### config.mk
export PLATFORM = sky130hd
export DESIGN_NAME = spi_master_multi
export DESIGN_NICKNAME = d
export VERILOG_FILES = /design/src/rtl/spi_master_multi.sv
export SDC_FILE = /design/constraint.sdc
export NUM_CORES = 1
export LEC_CHECK = 0
export ABC_CLOCK_PERIOD_IN_PS = 9000
export BUFFER_PORTS_ARGS = -buffer_cell sky130_fd_sc_hd__buf_4
export CAP_MARGIN = 20
export CORE_MARGIN = 3
export CORE_UTILIZATION = 63
export DETAILED_ROUTE_END_ITERATION = 8
export MAX_ROUTING_LAYER = met4
export PLACE_DENSITY = 0.85
export RECOVER_POWER = 100
export SETUP_SLACK_MARGIN = 0.2
export SKIP_CTS_REPAIR_TIMING = 1
export SLEW_MARGIN = 30
export SYNTH_ARGS = -nofsm -noshare
export SYNTH_HDL_FRONTEND = slang
export SYNTH_SLANG_ARGS = --single-unit
### constraint.sdc
create_clock -name clk -period 9 [get_ports clk]
set_clock_uncertainty 0.15 [all_clocks]
set_input_delay 0 -clock clk [delete_from_list [all_inputs] [get_ports clk]]
set_output_delay 0 -clock clk [all_outputs]
set_load 0.05 [all_outputs]
### src/rtl/spi_master_multi.sv
// Full-duplex SPI master: runtime CPOL/CPHA, programmable SCLK divider, variable word length, burst frames.
// Latency: a word takes (2 + 2*bits) SCLK half-periods from accept to rx_valid. Each half-period is cfg_clk_div+1 clk cycles.
// Backpressure: tx_ready only in IDLE/HOLD, so a held frame stalls indefinitely in HOLD; rx_valid is a pulse with no backpressure.
module spi_master_multi #(
    parameter int DATA_WIDTH = 16,
    parameter int NUM_SLAVES = 4,
    parameter int DIV_WIDTH  = 8,
    parameter int SS_W       = (NUM_SLAVES > 1) ? $clog2(NUM_SLAVES) : 1,
    parameter int LEN_W      = $clog2(DATA_WIDTH) + 1
) (
    input  logic                  clk,
    input  logic                  reset_n,
    input  logic                  cfg_cpol,
    input  logic                  cfg_cpha,
    input  logic [DIV_WIDTH-1:0]  cfg_clk_div,
    input  logic [LEN_W-1:0]      cfg_bits,
    input  logic                  tx_valid,
    output logic                  tx_ready,
    input  logic [DATA_WIDTH-1:0] tx_data,
    input  logic [SS_W-1:0]       tx_slave,
    input  logic                  tx_last,
    output logic                  rx_valid,
    output logic [DATA_WIDTH-1:0] rx_data,
    output logic                  busy,
    output logic                  sclk,
    output logic                  mosi,
    input  logic                  miso,
    output logic [NUM_SLAVES-1:0] ss_n
);

    // The edge counter must reach 2*DATA_WIDTH, so it is one bit wider than the length field.
    localparam int EW = LEN_W + 1;

    typedef enum logic [2:0] {IDLE, SETUP, SHIFT, HOLD, GAP} state_t;

    state_t                state_q, state_d;
    logic                  cpol_q, cpol_d;
    logic                  cpha_q, cpha_d;
    logic [DIV_WIDTH-1:0]  div_q, div_d;
    logic [LEN_W-1:0]      bits_q, bits_d;
    logic                  last_q, last_d;
    logic [SS_W-1:0]       slave_q, slave_d;
    logic [DIV_WIDTH-1:0]  cnt_q, cnt_d;
    logic [EW-1:0]         edge_q, edge_d;
    logic [DATA_WIDTH-1:0] tx_sh_q, tx_sh_d;
    logic [DATA_WIDTH-1:0] rx_sh_q, rx_sh_d;
    logic                  sclk_q, sclk_d;
    logic                  mosi_q, mosi_d;
    logic [NUM_SLAVES-1:0] ss_n_q, ss_n_d;
    logic                  rx_valid_q, rx_valid_d;
    logic [DATA_WIDTH-1:0] rx_data_q, rx_data_d;
    logic                  tx_ready_q, tx_ready_d;

    logic                  tick;
    logic                  accept;
    logic [LEN_W-1:0]      eff_bits;
    logic [DATA_WIDTH-1:0] tx_aligned;
    logic [EW-1:0]         edge_total;
    logic                  sample_edge;
    logic [SS_W-1:0]       ss_sel;
    logic [NUM_SLAVES-1:0] ss_dec;

    assign tick       = (cnt_q == div_q);
    assign accept     = tx_valid && tx_ready_q;
    assign edge_total = {bits_q, 1'b0};
    // Leading edges have even index; cpha=0 samples on leading, cpha=1 on trailing.
    assign sample_edge = (edge_q[0] == cpha_q);

    // Effective word length and MSB-aligned transmit word for the incoming request.
    always_comb begin
        eff_bits = cfg_bits;
        if (cfg_bits == '0 || cfg_bits > LEN_W'(DATA_WIDTH)) begin
            eff_bits = LEN_W'(DATA_WIDTH);
        end
        tx_aligned = tx_data << (LEN_W'(DATA_WIDTH) - eff_bits);
    end

    // Slave select decode; the slave index is only taken from the bus on the first word of a frame.
    always_comb begin
        ss_sel = (state_q == IDLE) ? tx_slave : slave_q;
        ss_dec = '1;
        for (int i = 0; i < NUM_SLAVES; i++) begin
            ss_dec[i] = (ss_sel != SS_W'(i));
        end
    end

    // Next-state and datapath updates for the transfer FSM.
    always_comb begin
        state_d    = state_q;
        cpol_d     = cpol_q;
        cpha_d     = cpha_q;
        div_d      = div_q;
        bits_d     = bits_q;
        last_d     = last_q;
        slave_d    = slave_q;
        cnt_d      = tick ? '0 : cnt_q + DIV_WIDTH'(1);
        edge_d     = edge_q;
        tx_sh_d    = tx_sh_q;
        rx_sh_d    = rx_sh_q;
        sclk_d     = sclk_q;
        mosi_d     = mosi_q;
        ss_n_d     = ss_n_q;
        rx_valid_d = 1'b0;
        rx_data_d  = rx_data_q;

        case (state_q)
            IDLE: begin
                cnt_d  = '0;
                sclk_d = cfg_cpol;
            end
            SETUP: begin
                if (tick) begin
                    state_d = SHIFT;
                end
            end
            SHIFT: begin
                if (tick) begin
                    if (edge_q == edge_total) begin
                        // Hold time after the final edge has elapsed: deliver the word.
                        rx_valid_d = 1'b1;
                        rx_data_d  = rx_sh_q;
                        if (last_q) begin
                            state_d = GAP;
                            ss_n_d  = '1;
                            mosi_d  = 1'b0;
                        end else begin
                            state_d = HOLD;
                        end
                    end else begin
                        sclk_d = ~sclk_q;
                        edge_d = edge_q + EW'(1);
                        if (sample_edge) begin
                            rx_sh_d = {rx_sh_q[DATA_WIDTH-2:0], miso};
                        end else if (cpha_q || (edge_q + EW'(1)) != edge_total) begin
                            // cpha=0 has already presented bit 0 before the final trailing edge.
                            mosi_d  = tx_sh_q[DATA_WIDTH-1];
                            tx_sh_d = tx_sh_q << 1;
                        end
                    end
                end
            end
            HOLD: begin
                cnt_d = '0;
            end
            GAP: begin
                if (tick) begin
                    state_d = IDLE;
                end
            end
            default: begin
                state_d = IDLE;
            end
        endcase

        // A new word starts a fresh SETUP; ss_n stays asserted when arriving from HOLD.
        if (accept) begin
            state_d = SETUP;
            cpol_d  = cfg_cpol;
            cpha_d  = cfg_cpha;
            div_d   = cfg_clk_div;
            bits_d  = eff_bits;
            last_d  = tx_last;
            slave_d = ss_sel;
            ss_n_d  = ss_dec;
            sclk_d  = cfg_cpol;
            cnt_d   = '0;
            edge_d  = '0;
            rx_sh_d = '0;
            if (!cfg_cpha) begin
                mosi_d  = tx_aligned[DATA_WIDTH-1];
                tx_sh_d = tx_aligned << 1;
            end else begin
                tx_sh_d = tx_aligned;
            end
        end

        tx_ready_d = (state_d == IDLE) || (state_d == HOLD);
    end

    // State and datapath registers with synchronous active-low reset.
    always_ff @(posedge clk) begin
        if (!reset_n) begin
            state_q    <= IDLE;
            cpol_q     <= 1'b0;
            cpha_q     <= 1'b0;
            div_q      <= '0;
            bits_q     <= '0;
            last_q     <= 1'b0;
            slave_q    <= '0;
            cnt_q      <= '0;
            edge_q     <= '0;
            tx_sh_q    <= '0;
            rx_sh_q    <= '0;
            sclk_q     <= 1'b0;
            mosi_q     <= 1'b0;
            ss_n_q     <= '1;
            rx_valid_q <= 1'b0;
            rx_data_q  <= '0;
            tx_ready_q <= 1'b0;
        end else begin
            state_q    <= state_d;
            cpol_q     <= cpol_d;
            cpha_q     <= cpha_d;
            div_q      <= div_d;
            bits_q     <= bits_d;
            last_q     <= last_d;
            slave_q    <= slave_d;
            cnt_q      <= cnt_d;
            edge_q     <= edge_d;
            tx_sh_q    <= tx_sh_d;
            rx_sh_q    <= rx_sh_d;
            sclk_q     <= sclk_d;
            mosi_q     <= mosi_d;
            ss_n_q     <= ss_n_d;
            rx_valid_q <= rx_valid_d;
            rx_data_q  <= rx_data_d;
            tx_ready_q <= tx_ready_d;
        end
    end

    assign tx_ready = tx_ready_q;
    assign rx_valid = rx_valid_q;
    assign rx_data  = rx_data_q;
    assign busy     = (state_q != IDLE);
    assign sclk     = sclk_q;
    assign mosi     = mosi_q;
    assign ss_n     = ss_n_q;

endmodule

==> impl_metrics.yaml <==
run_status:
  status: "finished, violations left"
  violations: "negative hold slack, max-capacitance violations, max-slew violations"
global_routing:
  antenna_found_initial: 0
  grt_max_degree: 47
  track_usage_pct: 27.6
  grt_overflow: 0
  grt_pass1_wl_um: 21300
  grt_pass1_vias: 4328
drt:
  wl_met3_um: 955
  wl_met1_um: 5690
  drc: 0
  avgViaCountPerCell: 6.15
  dr_wl_met2_um: 5970
  top_layer: "met4"
  wl_per_cell_um: 16.7
  via_count: 4703
  drt-initial-drc-count: 317
  wirelength_um: 12800
  postRouteAntennaNets: 0
  drt_pass1_iterations: 5
synth:
  synthMuxAreaShare_pct: 15.4
  synth_most_common_cell: "dfxtp_1"
  synth-edff-count: 0
  ys.flop_type: "dfxtp_1"
  synth.ff_latch_count: 90
  yosys_warnings: 0
  yosys.area_share.simple_pct: 21.4
  ys_async_sr_fraction_pct: 0
  yosys.area.top_type: "dfxtp_1"
  synth_nets: 643
  synth.top_cell.area_share_pct: 34.8
  netlist_area_um2: 5170
  synth_cell_types: 62
  synth_common_cells: "dfxtp_1, nor2_1, nand2_1, mux2i_1, a21oi_1"
  netlist_instances: 601
  synth_compound_area_share_pct: 16.7
  synth_xor_area_share_pct: 5.56
  synth_top_family_by_area: "simple AND/OR/NAND/NOR gates"
  avgSynthCellArea_um2: 8.61
  ys_top_cells_by_area: "dfxtp_1, mux2i_1, nor2_1"
  synth_fa_ha_area_share_pct: 0.967
  ys_seq_area_share_pct: 34.8
sta:
  rsz0062_at_grt: "false"
  relSlewSlack_pct: -36.5
  setup_tns_ps: 0
  fin_crit_sh_pct: 67.9
  max_freq_mhz: 164
  setup_viol: 0
  layout_setup_ws_ps: 2890
  min_period_ps: 6110
  slew_violations: 120
  finalHoldViolations: 1
  tightest_slew_ps: 2050
  whs_ps: -33.8
place:
  io_buffers: 62
  place_area_um2: 5590
  dp_slack_ps: 4750
  place_inst: 731
  dpl.hpwl_um: 8920
  gp_congestion: 0.969
floorplanning:
  die_x_um: 96.6
  die_height_um: 96.6
  io-pin-count: 63
  start_util_pct: 65.9
  die_area_um2: 9340
  coreArea_um2: 7850
  rows: 32
worst_setup_path:
  path_class: "primary input to flip-flop"
  start_kind: "primary input"
  cp.arrival_ps: 6240
  cp.required_ps: 9130
  slowest_delay_ps: 1410
  cp_cell_sequence: "dlygate4sd3_1 > clkbuf_4 > nor3_1 > nand2b_1 > ha_1 > nor2b_1 > clkbuf_1 > inv_1 > ha_1 > xnor2_1 > mux2_1 > o22ai_1 > a22oi_1 > a311oi_1"
  cp_num_buf_inv: 4
  critical_path.top_delay_family: "buffers and inverters"
  cp_slowest_cell: "xnor2_1"
  cpMostUsedCell: "ha_1"
  end_kind: "flip-flop"
  path_max_fanout: 17
final_layout:
  layout.cells.non_filler: 765
  area.sequential_um2: 1800
  stdcell_area_um2: 5830
  area_growth_pct: 12.6
  fillers: 621
  drive_gt1_share_pct: 13.1
  final_util_pct: 74.3
  nNetsFinal: 700
  diodes: 0
  multiInputGateArea_um2: 3070
power:
  p_leak_nw: 2.25
  p_total_mw: 0.911
  power_density_nw_per_um2: 156
  max-vdd-ir-drop_mv: 0.0967
cts:
  clock_path_buffers: 2
  tritoncts: "yes"
  clkSinkCount: 90
  clk_pin_slew_ps: 100
  cts_root_buf: "clkbuf_8"
  clock_latency_ps: 370
  htreeDepth: 3
  cts_made_buffers: 9
worst_hold_path:
  hp-class: "primary input to flip-flop"
job:
  cap_violations: 4
==> routing by layer <==
layer  vias to the layer above  GRT usage, %
li1                       2280             -
met1                      2221          38.6
met2                       184          41.7
met3                        18          4.90
met4                         0          7.02
met5                         -             -
==> flip-flops by register name, indices dropped and copies added, names as in the netlist, 2 cells and up <==
| register | flops |
|---|---|
| cnt_q | 8 |
| edge_q | 6 |
| slave_q | 2 |
| state_q | 3 |
| tx_sh_q | 16 |
| rx_data | 16 |
| div_q | 8 |
| bits_q | 5 |
| rx_sh_q | 16 |
| ss_n | 4 |
==> cell families after synthesis <==
kind of cell | after synthesis
DFF | 90
xor gates and xnor gates | 29
AOI/OAI and AO/OA | 125
muxes | 71
adders and majority gates | 4
buffers and inverters | 51
and+or+nand+nor | 231
==> report_power, final <==
group / total [mW] / internal [mW] / switching (mW)
Sequential: 0.422 / 0.411 / 0.0108
Combinational: 0.210 / 0.0825 / 0.128
Clock: 0.278 / 0.111 / 0.167
Total: 0.911 / 0.605 / 0.306
==> area by class of cell <==
type	count	share of cell area, %
Sequential cell	90	30.9
Multi-Input combinational cell	460	52.7
Tap cell	102	2.19
Clock inverter	7	1.40
Timing Repair Buffer	86	10.0
Inverter	11	0.708
Clock buffer	9	2.13
==> worst register-to-register path, cell delays in order, from the launching register on <==
cell      delay (ps)
dfxtp_1          510
xnor2_1          160
nand4_1          100
or3_1            570
nor3_1          1310
clkbuf_1         740
mux2i_1          370
nor2_1            70
==> worst paths after layout <==
check / slack, ps / from / cells past startpoint / end
worst min register to register: 330 / div_q[3] / 2 / div_q[3]
worst max-delay path: 2890 / cfg_bits[1] / 14 / tx_sh_q[5]
worst max register to register: 4910 / edge_q[1] / 7 / rx_data[14]
worst min-delay path: -30 / cfg_bits[2] / 4 / bits_q[2]
==> placed cells by master, fill, tap and decap left out, drive strengths merged, types with 12 or more instances in the layout <==
| master | netlist | final |
|---|---|---|
| nor2 | 70 | 70 |
| dfxtp | 90 | 90 |
| o21ai | 21 | 21 |
| a211oi | 16 | 16 |
| nor3 | 21 | 21 |
| inv | 10 | 13 |
| clkbuf | 17 | 39 |
| nand2 | 62 | 62 |
| mux2i | 47 | 47 |
| xor2 | 20 | 20 |
| dlygate4sd3 | 0 | 17 |
| a21oi | 32 | 32 |
| nand2b | 12 | 12 |
| mux2 | 19 | 19 |
| buf | 23 | 39 |
| nand3 | 19 | 19 |
Note: power is estimated with default switching activity, not from simulation.
